File: config.mk
export PLATFORM = sky130hd
export DESIGN_NAME = sys_bridge_n
export DESIGN_NICKNAME = d
export VERILOG_FILES = /design/src/rtl/sys_bridge_n.sv
export SDC_FILE = /design/constraint.sdc
export NUM_CORES = 1
export LEC_CHECK = 0
export CAP_MARGIN = 20
export CORE_MARGIN = 1.5
export CORE_UTILIZATION = 20
export DETAILED_ROUTE_END_ITERATION = 10
export GPL_TIMING_DRIVEN = 0
export PLACE_DENSITY = 0.81
export REMOVE_ABC_BUFFERS = 1
export SLEW_MARGIN = 40
export SYNTH_ARGS = -nofsm -noshare
export SYNTH_HDL_FRONTEND = slang
export SYNTH_SLANG_ARGS = --single-unit
File: constraint.sdc
create_clock -name clk -period 3.75 [get_ports clk]
set_clock_uncertainty 0.1 [all_clocks]
set_input_delay 1.125 -clock clk [delete_from_list [all_inputs] [get_ports clk]]
set_output_delay 1.125 -clock clk [all_outputs]
set_load 0.01 [all_outputs]
File: src/rtl/sys_bridge_n.sv
// CPU-to-peripheral bridge: decodes 16-byte device windows in one page, muxes read data,
// synchronises device interrupts (level or edge-latched) and flags unmapped accesses.
module sys_bridge_n #(
    parameter int unsigned     NDEV      = 2,
    parameter logic [23:0]     BASE      = 24'h00007F,
    parameter logic [NDEV-1:0] EDGE_MASK = {NDEV{1'b0}}
) (
    input  logic                 clk,
    input  logic                 rst_n,
    input  logic [31:2]          PrAddr,
    input  logic                 PrWe,
    input  logic                 PrRe,
    input  logic [31:0]          PrWD,
    output logic [31:0]          PrRD,
    input  logic [NDEV*32-1:0]   DEV_RD,
    output logic [3:2]           DEV_Addr,
    output logic [NDEV-1:0]      DEV_We,
    input  logic [NDEV-1:0]      IRQ,
    output logic [5:0]           HWInt
);

    localparam logic [3:0] WinRegs = 4'hF;
    localparam logic [3:0] NDevW   = 4'(NDEV);

    logic            page_hit;
    logic [3:0]      win;
    logic [1:0]      off;
    logic [NDEV-1:0] dev_hit;
    logic            ipend_sel;
    logic            err_sel;
    logic            access;
    logic            bad_win;
    logic            bad_reg;

    logic [NDEV-1:0] s1_q, s1_d;
    logic [NDEV-1:0] s2_q, s2_d;
    logic [NDEV-1:0] s3_q, s3_d;
    logic [NDEV-1:0] pend_q, pend_d;
    logic            err_q, err_d;
    logic [NDEV-1:0] rise;
    logic [NDEV-1:0] pend_clr;
    logic            err_set;
    logic            err_clr;

    assign page_hit  = (PrAddr[31:8] == BASE);
    assign win       = PrAddr[7:4];
    assign off       = PrAddr[3:2];
    assign DEV_Addr  = PrAddr[3:2];
    assign access    = PrWe | PrRe;
    assign ipend_sel = page_hit && (win == WinRegs) && (off == 2'd0);
    assign err_sel   = page_hit && (win == WinRegs) && (off == 2'd1);
    assign bad_win   = page_hit && (win >= NDevW) && (win != WinRegs);
    assign bad_reg   = page_hit && (win == WinRegs) && off[1];

    for (genvar i = 0; i < int'(NDEV); i++) begin : g_dev
        assign dev_hit[i] = page_hit && (win == 4'(i));
    end

    assign DEV_We = dev_hit & {NDEV{PrWe}};

    always_comb begin
        s1_d     = IRQ;
        s2_d     = s1_q;
        s3_d     = s2_q;
        // Only edge channels ever latch; level channels keep pend at 0.
        rise     = s2_q & ~s3_q & EDGE_MASK;
        pend_clr = (PrWe && ipend_sel) ? PrWD[NDEV-1:0] : '0;
        pend_d   = (pend_q & ~pend_clr) | rise;
        err_set  = access && (bad_win || bad_reg);
        err_clr  = PrWe && err_sel && PrWD[0];
        err_d    = (err_q & ~err_clr) | err_set;
    end

    always_ff @(posedge clk or negedge rst_n) begin
        if (!rst_n) begin
            s1_q   <= '0;
            s2_q   <= '0;
            s3_q   <= '0;
            pend_q <= '0;
            err_q  <= 1'b0;
        end else begin
            s1_q   <= s1_d;
            s2_q   <= s2_d;
            s3_q   <= s3_d;
            pend_q <= pend_d;
            err_q  <= err_d;
        end
    end

    for (genvar i = 0; i < 6; i++) begin : g_hwint
        if (i < int'(NDEV)) begin : g_used
            assign HWInt[i] = EDGE_MASK[i] ? pend_q[i] : s2_q[i];
        end else begin : g_tied
            assign HWInt[i] = 1'b0;
        end
    end

    always_comb begin
        PrRD = '0;
        for (int unsigned i = 0; i < NDEV; i++) begin
            if (dev_hit[i]) begin
                PrRD = DEV_RD[32*i +: 32];
            end
        end
        if (ipend_sel) begin
            PrRD = {26'b0, HWInt};
        end
        if (err_sel) begin
            PrRD = {31'b0, err_q};
        end
    end

    // Upper write-data bits only matter to devices, which take data directly from the CPU.
    logic unused_wd;
    assign unused_wd = ^PrWD[31:NDEV];

endmodule

==> impl_metrics.json, run 1 <==
{
  "status": "finished, violations left",
  "violations": "setup timing",
  "synth_ff_type": "dfrtp_1",
  "port_buffers": 138,
  "yosys_warnings": 0,
  "met1_usage": 0.211,
  "clock-root-buffer": "clkbuf_8",
  "grt_overflow_total": 0,
  "cp_max_fo": 4,
  "grt_max_degree": 36,
  "report.final.slew_viol_count": 0,
  "synth.area.mux_share": 0.358,
  "hp-class": "register to register",
  "pwr_density_cell_mw_per_mm2": 121,
  "met2_usage": 0.364,
  "syn-instance-count": 110,
  "met3_usage": 0.0456,
  "syn_area_per_cell_um2": 8.38,
  "grt_most_used_layer": "met2",
  "clk_latency_ns": 0.23,
  "synth_edf_count": 0,
  "cts_num_sinks": 5,
  "diodes": 0,
  "worst_slack_ns": -0.430,
  "hold_viol_final": 0,
  "ys_ff_latch": 5,
  "peakVddDrop_uv": 179,
  "clock_path_buffers": 2,
  "wire_per_inst_um": 15.5,
  "yosysMostFrequentCell": "mux2i_1",
  "multi_input_area_um2": 858,
  "via_per_inst": 4.41,
  "wl_mm": 5.02,
  "crit_required_ns": 2.52,
  "synth-simple-area-share": 0.336,
  "drc": 0,
  "num-fill-cells": 374,
  "seq_area_um2": 125,
  "hold_ws_ns": 0.247,
  "synth_common_cells": "mux2i_1, nor2_1, nor2_2",
  "cts_tree": "done",
  "die_height_um": 70.9,
  "synth-seq-area-share": 0.136,
  "drtIter0Drc": 42,
  "place_hpwl_mm": 3.25,
  "via_count": 1433,
  "drive_gt1_frac": 0.425,
  "clk_pin_slew_ns": 0.04,
  "synth_area_um2": 922,
  "yosys.area.top_type_share": 0.358,
  "htreeDepth": 1,
  "max_freq_mhz": 239,
  "synth_top_family_by_area": "multiplexers",
  "fin_util": 0.622,
  "gp_congestion": 0.719,
  "area_growth_pct": 196,
  "end_kind": "output pin",
  "synth_fa_ha_area_frac": 0,
  "synthTopCellsByArea": "mux2i_1, dfrtp_1, nor2_1",
  "period_needed_ns": 4.18,
  "synth_xor_area_frac": 0,
  "dieArea_mm2": 0.00503,
  "fin_crit_sh": 1.11,
  "synth.distinct_cells": 27,
  "drt_pre_antenna_iters": 5,
  "cp-start-kind": "primary input",
  "setup_viol": 34,
  "grt_pass1_vias": 1463,
  "synth_compound_area_frac": 0.0475,
  "yosys.area.top_type": "mux2i_1",
  "ant_nets": 0,
  "initial_core_util": 0.210,
  "synthArstFlopShare": 1.00,
  "rsz0062_at_grt": "yes",
  "die_w_um": 70.9,
  "antenna_found_initial": 0,
  "grt_usage": 0.191,
  "grt_first_pass_wirelength_mm": 7.67,
  "finalSetupTns_ns": -12.09,
  "cts_buffers": 3,
  "fin_area_mm2": 0.00273,
  "finalNetCount": 406,
  "core_area_mm2": 0.00438,
  "io_pins": 174,
  "cp_data_arrival_time_ns": 2.96,
  "critical_path_class": "primary input to output pin",
  "rows": 24,
  "dpl_cell_area_mm2": 0.00228,
  "p_leak_uw": 0.00128,
  "maxCapViolCount": 0
}
## logic make-up after synthesis
| logic type | after synthesis |
|---|---|
| AND/OR/NAND/NOR | 49 |
| multiplexers | 33 |
| buffers and inverters | 17 |
| AO/OA/AOI/OAI | 5 |
| flip-flops | 5 |
| other | 1 |
## state kept, by name, summed over array words and instances, names as in the netlist
signal and count:
s1_q 2, s2_q 2, err_q 1
## worst max-delay path, stage by stage
cell and delay, ns:
buf_6 0.09, or4b_4 0.54, nor4_4 0.29, buf_6 0.16, nand4_4 0.13, buf_12 0.18
buf_16 0.12, buf_8 0.12, nor2_4 0.10, buf_6 0.10
## repair_timing
item                       CTS  global route
pin swaps                   36             6
hold buffers                 0             0
hold endpoints to repair     0             0
resized for setup          183            47
setup buffers               24             4
setup endpoints to repair   34            34
gates cloned                 3             0
## metal layers
metal | share of wire | vias to the layer above
met5 | 0 | -
met4 | 0.0072 | 0
met3 | 0.083 | 4
met2 | 0.56 | 71
met1 | 0.35 | 645
li1 | - | 713
## path summary, 6_finish.rpt
path | start | endpoint | slack [ns] | cells after the start
worst max-delay path | PrAddr[25] | PrRD[11] | -0.43 | 10
worst min-delay path | s1_q[0] | s2_q[0] | 0.25 | 0
worst max register to register | err_q | err_q | 2.88 | 3
worst min register to register | s1_q[0] | s2_q[0] | 0.25 | 0
max in group asynchronous | rst_n | s1_q[1] | 2.34 | 1
min in group asynchronous | rst_n | err_q | 1.02 | 1
## final cells by class
type / count / share of cell area
flip-flops and latches: 5 / 0.0459
multi-input cells: 92 / 0.315
clock buffers: 3 / 0.0151
well taps: 52 / 0.0239
repair buffers: 168 / 0.593
inverters: 4 / 0.00551
clock inverters: 1 / 0.00184
## power by group
part           total (uW)  switching, uW  internal (uW)
sequential           57.2          0.796           56.4
combinational         171           55.9            115
clock                 101           29.8           71.6
## through the flow
| stage | std cells | power [uW] | setup slack (ns) |
|---|---|---|---|
| 4_1_cts | 321 | 325 | -0.448 |
| 2_1_floorplan | 100 | 91.9 | -0.281 |
| 3_5_place_dp | 290 | 217 | -1.37 |
| 6_report | 325 | 329 | -0.430 |
| 5_1_grt | 325 | 353 | -0.502 |
| 3_3_place_gp | 290 | 216 | -1.95 |
## cell usage in the layout (no fill, tap or decap), types with 2 or more instances in the layout
cell             count
mux2i_1             33
conb_1               4
dfrtp_1              5
buf_2               27
clkbuf_8             3
nor4_4               3
buf_4                7
inv_1                4
nor2_4              10
nand4_4              2
nor3_2               2
buf_6               31
nor2_2              18
clkdlybuf4s50_1     95
o211ai_1             2
buf_12               3
nor2_1               4
(Power assumes the default switching activity.)
==> inputs of run 2 (changes only) <==
--- a/config.mk
+++ b/config.mk
@@ -6,7 +6,7 @@
 export NUM_CORES = 1
 export LEC_CHECK = 0
 export CAP_MARGIN = 20
-export CORE_MARGIN = 1.5
+export CORE_MARGIN = 10
 export CORE_UTILIZATION = 20
 export DETAILED_ROUTE_END_ITERATION = 10
 export GPL_TIMING_DRIVEN = 0
==> constraint.sdc (replaced) <==
create_clock -name clk -period 4.2 [get_ports clk]
set_clock_uncertainty 0.1 [all_clocks]
set_input_delay 1.26 -clock clk [delete_from_list [all_inputs] [get_ports clk]]
set_output_delay 1.26 -clock clk [all_outputs]
set_load 0.01 [all_outputs]
==> impl_metrics.json, run 2 (synthesis gave the netlist of run 1 again) <==
{
  "status": "finished, violations left",
  "violations": "setup timing",
  "fin_util": 0.587,
  "grt_most_used_layer": "met2",
  "antenna_found_initial": 0,
  "finalNetCount": 400,
  "clk_latency_ns": 0.23,
  "final_cell_mix": "clkdlybuf4s50_1, mux2i_1, buf_6",
  "met1_usage": 0.131,
  "dpl_cell_area_mm2": 0.00228,
  "fin_crit_sh": 1.06,
  "cts_num_sinks": 5,
  "drt_pre_antenna_iters": 4,
  "tightest_slew_ns": 0.575,
  "crit_slowest_cell": "or4b_4",
  "final_common_cell": "clkdlybuf4s50_1",
  "initial_core_util": 0.209,
  "slowest_delay_ns": 0.53,
  "clk_pin_slew_ns": 0.04,
  "grt_overflow_total": 0,
  "grt_pass1_vias": 1476,
  "wl_mm": 6.12,
  "rsz0062_at_grt": "yes",
  "report.final.slew_viol_count": 0,
  "via_per_inst": 4.54,
  "dieArea_mm2": 0.00773,
  "cp-start-kind": "primary input",
  "met3_usage": 0.0520,
  "via_count": 1449,
  "fin_area_mm2": 0.00259,
  "path_common_cell": "buf_6",
  "finalSetupTns_ns": -4.09,
  "wire_per_inst_um": 19.2,
  "postCtsHoldBufs": 0,
  "grt_usage": 0.134,
  "crit_chain": "buf_6, or4b_4, nor4_4, buf_4, nand4_4, buf_6, buf_6, buf_6, nor2_1, buf_2",
  "place_hpwl_mm": 4.48,
  "drc": 0,
  "slew_headroom": 0.617,
  "clock-root-buffer": "clkbuf_8",
  "max_freq_mhz": 225,
  "setup_viol": 34,
  "critical_path_class": "primary input to output pin",
  "grt_first_pass_wirelength_mm": 8.07,
  "peakVddDrop_uv": 172,
  "worst_slack_ns": -0.249,
  "cp_max_fo": 4,
  "hp-class": "register to register",
  "drtIter0Drc": 22,
  "grt_max_degree": 36,
  "met2_usage": 0.257,
  "maxCapViolCount": 0,
  "end_kind": "output pin",
  "period_needed_ns": 4.45,
  "top_regs": "s1_q x2, s2_q x2, err_q x1",
  "drive_gt1_frac": 0.378,
  "rows": 24,
  "htreeDepth": 1,
  "diodes": 0,
  "gp_congestion": 0.762,
  "dp.cells": 290,
  "cp_data_arrival_time_ns": 3.09,
  "die_height_um": 87.9,
  "p_leak_uw": 0.00122,
  "crit_required_ns": 2.84,
  "port_buffers": 138,
  "pwr_density_cell_mw_per_mm2": 113,
  "clock_path_buffers": 2,
  "cts_buffers": 3,
  "ant_nets": 0,
  "io_pins": 174,
  "core_area_mm2": 0.00441,
  "hold_viol_final": 0,
  "fin_cells": 319,
  "area_growth_pct": 181,
  "die_w_um": 87.9,
  "cts_tree": "done"
}
-- run 2: layout make-up --
class,instances,area [um2]
clock buffers,4,45.0
fillers,399,1820
repair buffers,162,1510
flip-flops and latches,5,125
multi-input cells,92,831
inverters,4,15.0
well taps,52,65.1
-- run 2: repair_timing --
| item | CTS | global route |
|---|---|---|
| resized for setup | 173 | 44 |
| setup buffers | 22 | 3 |
| gates cloned | 1 | 0 |
| endpoints found under the setup margin | 34 | 34 |
| pin swaps | 35 | 8 |
-- run 2: worst paths after layout --
check                                 from  slack [ns]  cells after the start        to
min in group asynchronous            rst_n        1.15                      1   s1_q[0]
worst min-delay path               s1_q[0]        0.25                      0   s2_q[0]
worst min register to register     s1_q[0]        0.25                      0   s2_q[0]
worst max-delay path            PrAddr[30]       -0.25                     10  PrRD[11]
max in group asynchronous            rst_n        2.66                      1     err_q
worst max register to register       err_q        3.34                      3     err_q
-- run 2: power by group --
| group | switching [uW] | internal [uW] | leakage (uW) |
|---|---|---|---|
| Clock | 27.1 | 65.4 | 0.0000228 |
| Combinational | 47.4 | 101 | 0.00114 |
| Sequential | 0.844 | 50.4 | 0.0000554 |
-- run 2: critical path, delay by kind of cell --
kind / cells / cell delay, ns
buffers and inverters: 6 / 0.80
AND/OR/NAND/NOR: 4 / 1.02
-- run 2: per-layer routing --
layer,share of wire,up-vias
li1,-,696
met1,0.35,658
met2,0.53,86
met3,0.10,9
met4,0.013,0
met5,0,-
-- run 2: metrics by stage --
stage	hold slack (ns)	total power (uW)	setup WS, ns
after global placement	0.233	193	-1.81
after CTS	0.252	291	-0.250
final	0.251	293	-0.249
after floorplan	0.231	82.1	-0.101
after global routing	0.272	307	-0.348
after detailed placement	0.243	192	-1.21
